$ cat config.mk
export PLATFORM = sky130hd
export DESIGN_NAME = playback_mixer
export DESIGN_NICKNAME = d
export VERILOG_FILES = /design/src/rtl/playback_mixer.sv
export SDC_FILE = /design/constraint.sdc
export NUM_CORES = 1
export LEC_CHECK = 0
export ABC_AREA = 1
export CORE_MARGIN = 5
export CORE_UTILIZATION = 40
export CTS_BUF_LIST = sky130_fd_sc_hd__clkbuf_16
export DETAILED_ROUTE_END_ITERATION = 8
export MAX_ROUTING_LAYER = met4
export SLEW_MARGIN = 5
export SYNTH_ARGS = -nofsm -noshare
export SYNTH_HDL_FRONTEND = slang
export SYNTH_HIERARCHICAL = 1
export SYNTH_SLANG_ARGS = --single-unit
$ cat constraint.sdc
create_clock -name Clk -period 9.5 [get_ports Clk]
set_clock_uncertainty 0.1 [all_clocks]
set_input_delay 1.425 -clock Clk [delete_from_list [all_inputs] [get_ports Clk]]
set_output_delay 1.425 -clock Clk [all_outputs]
set_load 0.02 [all_outputs]
$ cat src/rtl/playback_mixer.sv
// -----------------------------------------------------------------------------
// playback_mixer
//
// Cross-fades between the live (filtered) audio path and the recorder playback
// path, one step per output-sample event, and drives the mixed stereo sample to
// the DAC with a fixed two-cycle latency.
//
// Ports
//   Clk          in   1   system clock, all logic on the rising edge
//   Reset        in   1   synchronous, active-high
//   SAMPLE_CLK   in   1   driver data_over level; each rising edge = one event
//   LIVE_DATA    in  32   live sample    {left[31:16], right[15:0]}, signed
//   REC_DATA     in  32   recorded sample, same format
//   DO_PLAYBACK  in   1   level, request recorded audio
//   MIX_EN       in   1   level, 50/50 blend while playing back
//   OUTPUT_DATA  out 32   mixed sample, held between OUT_VALID pulses
//   OUT_VALID    out  1   one-cycle pulse when OUTPUT_DATA updates
//   FADE_ACTIVE  out  1   high while the gain is ramping
//   GAIN         out  5   recorded-path gain g, 0..16
//   PEAK_L/R     out 15   peak meters, only with MIXER_PEAK_METER_EN defined
//
// Build option
//   MIXER_PEAK_METER_EN : adds PEAK_L / PEAK_R with slow decay every 256th
//                         event. Undefined by default (no peak logic at all).
//
// Pipeline
//   cycle E   : event detected, g stepped, samples and new g latched
//   cycle E+1 : lanes mix the latched samples, result registered at the edge
//   cycle E+2 : OUTPUT_DATA valid, OUT_VALID high for this one cycle
// -----------------------------------------------------------------------------

// One audio channel: out = (live*(16-g) + rec*g) >>> 4 in 21-bit signed.
// The weights sum to 16, so the result is a convex blend and always fits in
// 16 bits; bits [19:4] of the sum are exactly the arithmetic-shift result.
module playback_mixer_lane (
   input  logic [15:0] live_i,
   input  logic [15:0] rec_i,
   input  logic [4:0]  gain_i,
   output logic [15:0] mix_o
);
   logic signed [20:0] live_w;
   logic signed [20:0] rec_w;
   logic signed [20:0] wlive_w;
   logic signed [20:0] wrec_w;
   logic signed [20:0] sum_w;
   logic [4:0]         lane_unused;

   always_comb begin
      live_w  = {{5{live_i[15]}}, live_i};
      rec_w   = {{5{rec_i[15]}}, rec_i};
      // gain_i never exceeds 16, so 16-g stays in 0..16 and fits 5 bits
      wlive_w = {16'd0, 5'(5'd16 - gain_i)};
      wrec_w  = {16'd0, gain_i};
      sum_w   = live_w * wlive_w + rec_w * wrec_w;
      mix_o   = sum_w[19:4];
   end

   // sign-duplicate and fractional bits are dropped by the shift
   assign lane_unused = {sum_w[20], sum_w[3:0]};
endmodule

module playback_mixer (
   input  logic        Clk,
   input  logic        Reset,
   input  logic        SAMPLE_CLK,
   input  logic [31:0] LIVE_DATA,
   input  logic [31:0] REC_DATA,
   input  logic        DO_PLAYBACK,
   input  logic        MIX_EN,
   output logic [31:0] OUTPUT_DATA,
   output logic        OUT_VALID,
   output logic        FADE_ACTIVE,
   output logic [4:0]  GAIN
`ifdef MIXER_PEAK_METER_EN
   ,
   output logic [14:0] PEAK_L,
   output logic [14:0] PEAK_R
`endif
);
   localparam int NUM_LANES = 2;   // lane 1 = left [31:16], lane 0 = right
   localparam int STAGES    = 1;   // vld_pipe_q[0]: latched, [STAGES]: output

   localparam logic [1:0] ST_LIVE   = 2'd0;
   localparam logic [1:0] ST_FADING = 2'd1;
   localparam logic [1:0] ST_STEADY = 2'd2;

   logic                            sclk_d,     sclk_q;
   logic [4:0]                      g_d,        g_q;
   logic [1:0]                      st_d,       st_q;
   logic [NUM_LANES-1:0][15:0]      live_d,     live_q;
   logic [NUM_LANES-1:0][15:0]      rec_d,      rec_q;
   logic [4:0]                      lat_g_d,    lat_g_q;
   logic [STAGES:0]                 vld_pipe_d, vld_pipe_q;
   logic [NUM_LANES-1:0][15:0]      out_d,      out_q;

   logic                            evt;
   logic [4:0]                      tgt;
   logic [NUM_LANES-1:0][15:0]      mix_w;

   // --------------------------------------------------------------------------
   // Per-channel blend
   // --------------------------------------------------------------------------
   for (genvar i = 0; i < NUM_LANES; i++) begin : g_lane
      playback_mixer_lane u_lane (
         .live_i (live_q[i]),
         .rec_i  (rec_q[i]),
         .gain_i (lat_g_q),
         .mix_o  (mix_w[i])
      );
   end

   // --------------------------------------------------------------------------
   // Event detection, gain ramp, state and sample latch
   // --------------------------------------------------------------------------
   always_comb begin
      // A held-high SAMPLE_CLK gives one event. An event in the cycle right
      // after another is dropped so the latch stage is never overwritten
      // before the lanes consume it.
      evt = SAMPLE_CLK & ~sclk_q & ~vld_pipe_q[0];

      if (!DO_PLAYBACK)  tgt = 5'd0;
      else if (MIX_EN)   tgt = 5'd8;
      else               tgt = 5'd16;

      sclk_d     = SAMPLE_CLK;
      g_d        = g_q;
      st_d       = st_q;
      live_d     = live_q;
      rec_d      = rec_q;
      lat_g_d    = lat_g_q;
      vld_pipe_d = {vld_pipe_q[STAGES-1:0], evt};
      out_d      = out_q;

      if (evt) begin
         // Step from wherever g is now, so a mid-fade target change simply
         // reverses or retargets without a jump.
         if (g_q < tgt)       g_d = g_q + 5'd1;
         else if (g_q > tgt)  g_d = g_q - 5'd1;

         if (g_d != tgt)      st_d = ST_FADING;
         else if (tgt == 5'd0) st_d = ST_LIVE;
         else                 st_d = ST_STEADY;

         live_d  = LIVE_DATA;
         rec_d   = REC_DATA;
         lat_g_d = g_d;
      end

      if (vld_pipe_q[0]) out_d = mix_w;
   end

   always_ff @(posedge Clk) begin
      if (Reset) begin
         sclk_q     <= 1'b0;
         g_q        <= 5'd0;
         st_q       <= ST_LIVE;
         live_q     <= '0;
         rec_q      <= '0;
         lat_g_q    <= 5'd0;
         vld_pipe_q <= '0;
         out_q      <= '0;
      end else begin
         sclk_q     <= sclk_d;
         g_q        <= g_d;
         st_q       <= st_d;
         live_q     <= live_d;
         rec_q      <= rec_d;
         lat_g_q    <= lat_g_d;
         vld_pipe_q <= vld_pipe_d;
         out_q      <= out_d;
      end
   end

   assign OUTPUT_DATA = out_q;
   assign OUT_VALID   = vld_pipe_q[STAGES];
   assign FADE_ACTIVE = (st_q == ST_FADING);
   assign GAIN        = g_q;

`ifdef MIXER_PEAK_METER_EN
   // --------------------------------------------------------------------------
   // Peak meters: track the largest |out| seen, decaying by 1/8 every 256th
   // event. When a decay and a new output land on the same edge the decay is
   // applied first so a fresh peak is never shaved.
   // --------------------------------------------------------------------------
   logic [NUM_LANES-1:0][14:0] peak_d, peak_q;
   logic [NUM_LANES-1:0][14:0] mag_w;
   logic [7:0]                 evt_cnt_d, evt_cnt_q;

   always_comb begin
      evt_cnt_d = evt ? evt_cnt_q + 8'd1 : evt_cnt_q;
      for (int i = 0; i < NUM_LANES; i++) begin
         // -32768 has no 16-bit magnitude; clamp it to full scale
         if (out_d[i] == 16'h8000)  mag_w[i] = 15'h7FFF;
         else if (out_d[i][15])     mag_w[i] = 15'(~out_d[i][14:0]) + 15'd1;
         else                       mag_w[i] = out_d[i][14:0];

         peak_d[i] = peak_q[i];
         if (evt && evt_cnt_q == 8'hFF)
            peak_d[i] = peak_q[i] - (peak_q[i] >> 3);
         if (vld_pipe_q[0] && mag_w[i] > peak_d[i])
            peak_d[i] = mag_w[i];
      end
   end

   always_ff @(posedge Clk) begin
      if (Reset) begin
         peak_q    <= '0;
         evt_cnt_q <= 8'd0;
      end else begin
         peak_q    <= peak_d;
         evt_cnt_q <= evt_cnt_d;
      end
   end

   assign PEAK_L = peak_q[1];
   assign PEAK_R = peak_q[0];
`endif

endmodule

==> metrics.txt <==
predominant post-synthesis flop cell=dfxtp_1; leading area contributor after synthesis=fa_1; hold path start=st_q[1]; net switching power=1.11 mW; sequential share of power=0.230; library cells used by synthesis=42; Final ANT Viol Nets=0; initial antenna violation count=0; most frequent cells in the layout=548 x inv_1, 420 x nand2_1, 301 x nor2_1, 244 x fa_1, 123 x ha_1; largest net degree at the start of global routing=86; Via-to-Cell Ratio=4.75; Critical R2R Capture=OUTPUT_DATA[31]; Sw Ratio=0.473; Setup crit start kind=register; setup violators final=0; internal power=1.24 mW; Final Cell Area=17400 um^2; Worst-Margin Slew=1130 ps; Area Growth Syn to Fin=11.9%; fraction of registers with async set/reset=0; Num Clock Sinks=106; Post-Syn Instances=2134; DR DRC count=0; routability cong.=0.885; top post-synthesis cells by area=fa_1 31%, dfxtp_1 14%, inv_1 13%, nand2_1 10%, ha_1 9.9%; clock buffer depth=2; layout cells sized above 1=0.0386; Largest stage delay, worst path=890 ps; reg2reg start=lat_g_q[1]; Setup crit end kind=register; total grt overflow=0; Synth Net Count=2570; worst r2r path cells=20; Synth warnings=6; crit path time final=6200 ps; synthesized area=15600 um^2; drt pass-1 iters=5; pre-CTS WS=3280 ps; Combinational Power Share=0.582; crit share post-route=0.653; PostCTS Resize Cnt=0; number of synthesized flops with an enable pin=0; Clock Latency Late Sink=380 ps; Multi-input gate area=11100 um^2; IO Count=108; H-tree depth=3; NumNets Final=2633; num rows=72; CP arrival=6380 ps; Crit Path Max Fanout=38; Worst-path clk slew=80 ps; Avg WL per Cell=14.6 um; ANT cells=0; setup TNS after final layout=0 ps; RSZ-0062 raised after global routing=no; reg2reg setup slack=3300 ps; share of the synthesized area in the top cell type=0.313; Die Width=207 um; cts bufs inserted=9; Layout fillers=4056; first-pass GRT wire length=68400 um; Hold Path Cell Cnt=2; Tot Pwr=2.35 mW; critical path class=register to register; max-slew violations=0; dpl cell area=17100 um^2; Die Height=207 um; HPWL after DPL=32200 um; final hold viol count=0; Worst VDD drop=0.0000763 V; status=completed; post-cts hold buffer count=0; fin worst setup slack=3300 ps; Post-Route WL=39800 um; number of max-cap violations=0; gr usage total=0.199; min-delay worst type=register to register; floorplan core area=38600 um^2; TritonCTS clock tree=done; clock network power share=0.188; commonest non-fill, non-tap cell in the layout=inv_1; vias in the first global route=13.8k; Via Count=12.9k; Seq cells post-synth=106; Setup Fix Bufs, Post-CTS=0; slowest cell on the critical path=xnor2_1; register area share after synthesis=0.136; Sequential cell area=2130 um^2; hold path endpoint=st_q[1]; Peak Freq=161 MHz; Power Dens Cells=135 nW/um^2; Die Footprint=43000 um^2; Mean Syn Cell Area=7.30 um^2; Slew HR=0.242; I/O Buffers=107; Initial Util=0.404; drt first-iter violations=724; leakage power=10.0 nW; Clk Tree Root Cell=clkbuf_16; WP data required=9680 ps; critical-path cell list=buf_4, inv_2, ha_1, xnor2_1, inv_1, nor2_1, fa_1, fa_1, fa_1, inv_1, fa_1, inv_1, ha_1, nand4_1, nor4_1, nor2_1, nand3_1, nand2_1, nor2_1, nor2_1
[worst max-delay path by stage]
stage | slack [ps] | cells after the start | from | end
floorplan | 3800 | 30 | lat_g_q[0] | OUTPUT_DATA[14]
global placement | 3470 | 26 | lat_g_q[2] | OUTPUT_DATA[30]
detailed placement | 3280 | 20 | lat_g_q[1] | OUTPUT_DATA[31]
CTS | 3260 | 20 | lat_g_q[1] | OUTPUT_DATA[31]
global route | 2790 | 20 | lat_g_q[1] | OUTPUT_DATA[31]
finish | 3300 | 20 | lat_g_q[1] | OUTPUT_DATA[31]
[power by group through the flow]
stage                     logic [mW]  registers, mW  clock network, mW
after floorplan                0.995          0.542                  0
after global placement          1.36          0.549                  0
after detailed placement        1.38          0.549                  0
after CTS                       1.39          0.539              0.459
after global routing            1.59          0.545              0.470
final                           1.37          0.539              0.441
[layer usage]
| layer | up-vias | global-route usage | share of wire |
|---|---|---|---|
| li1 | 6323 | - | - |
| met1 | 6288 | 0.236 | 0.43 |
| met2 | 250 | 0.350 | 0.50 |
| met3 | 58 | 0.0299 | 0.041 |
| met4 | 0 | 0.0600 | 0.028 |
| met5 | - | - | 0 |
[worst max-delay path: cells and delay by family (launching register included)]
| kind | cells | cell delay (ps) |
|---|---|---|
| simple gates | 8 | 1210 |
| buf+inv | 5 | 930 |
| fa+ha+maj | 6 | 2630 |
| xor+xnor | 1 | 890 |
| flops | 1 | 330 |
[flip-flops by register name, summed over array words and instances, names as in the netlist]
register     flops
lat_g_q          5
rec_q           32
vld_pipe_q       2
live_q          32
st_q             2
sclk_q           1
OUTPUT_DATA     32
[metrics by stage]
| stage | cells | hold WS (ps) | utilization |
|---|---|---|---|
| final | 2719 | 378 | 0.452 |
| after detailed placement | 2703 | 372 | 0.443 |
| after global placement | 2703 | 367 | 0.443 |
| after CTS | 2718 | 382 | 0.452 |
| after global routing | 2719 | 409 | 0.452 |
| after floorplan | 2134 | 351 | - |
[final cells by class]
class	count	share of cell area
Sequential cell	106	0.122
Timing Repair Buffer	118	0.0664
Clock buffer	9	0.0129
Clock inverter	6	0.00617
Multi-Input combinational cell	1409	0.636
Tap cell	518	0.0372
Inverter	553	0.119
[kinds of logic after synthesis]
family                   after synthesis  synth area share
XOR/XNOR                              36            0.0202
AND/OR/NAND/NOR                      839             0.223
AO/OA/AOI/OAI                        167            0.0561
adder cells (fa/ha/maj)              367             0.412
flip-flops                           106             0.136
buffers and inverters                619             0.153
[synthesized netlist by cell type (5+ instances only)]
master and count:
inv_1 547, nand2_1 420, nor2_1 301, fa_1 244
ha_1 123, o21ai_0 116, dfxtp_1 106, nand3_1 58
clkbuf_1 46, a21oi_1 37, xor2_1 30, nand2_2 21
nand3_2 9, buf_2 8, nor3_1 8, xnor2_1 6
nor2_4 5
(Power assumes the default switching activity.)
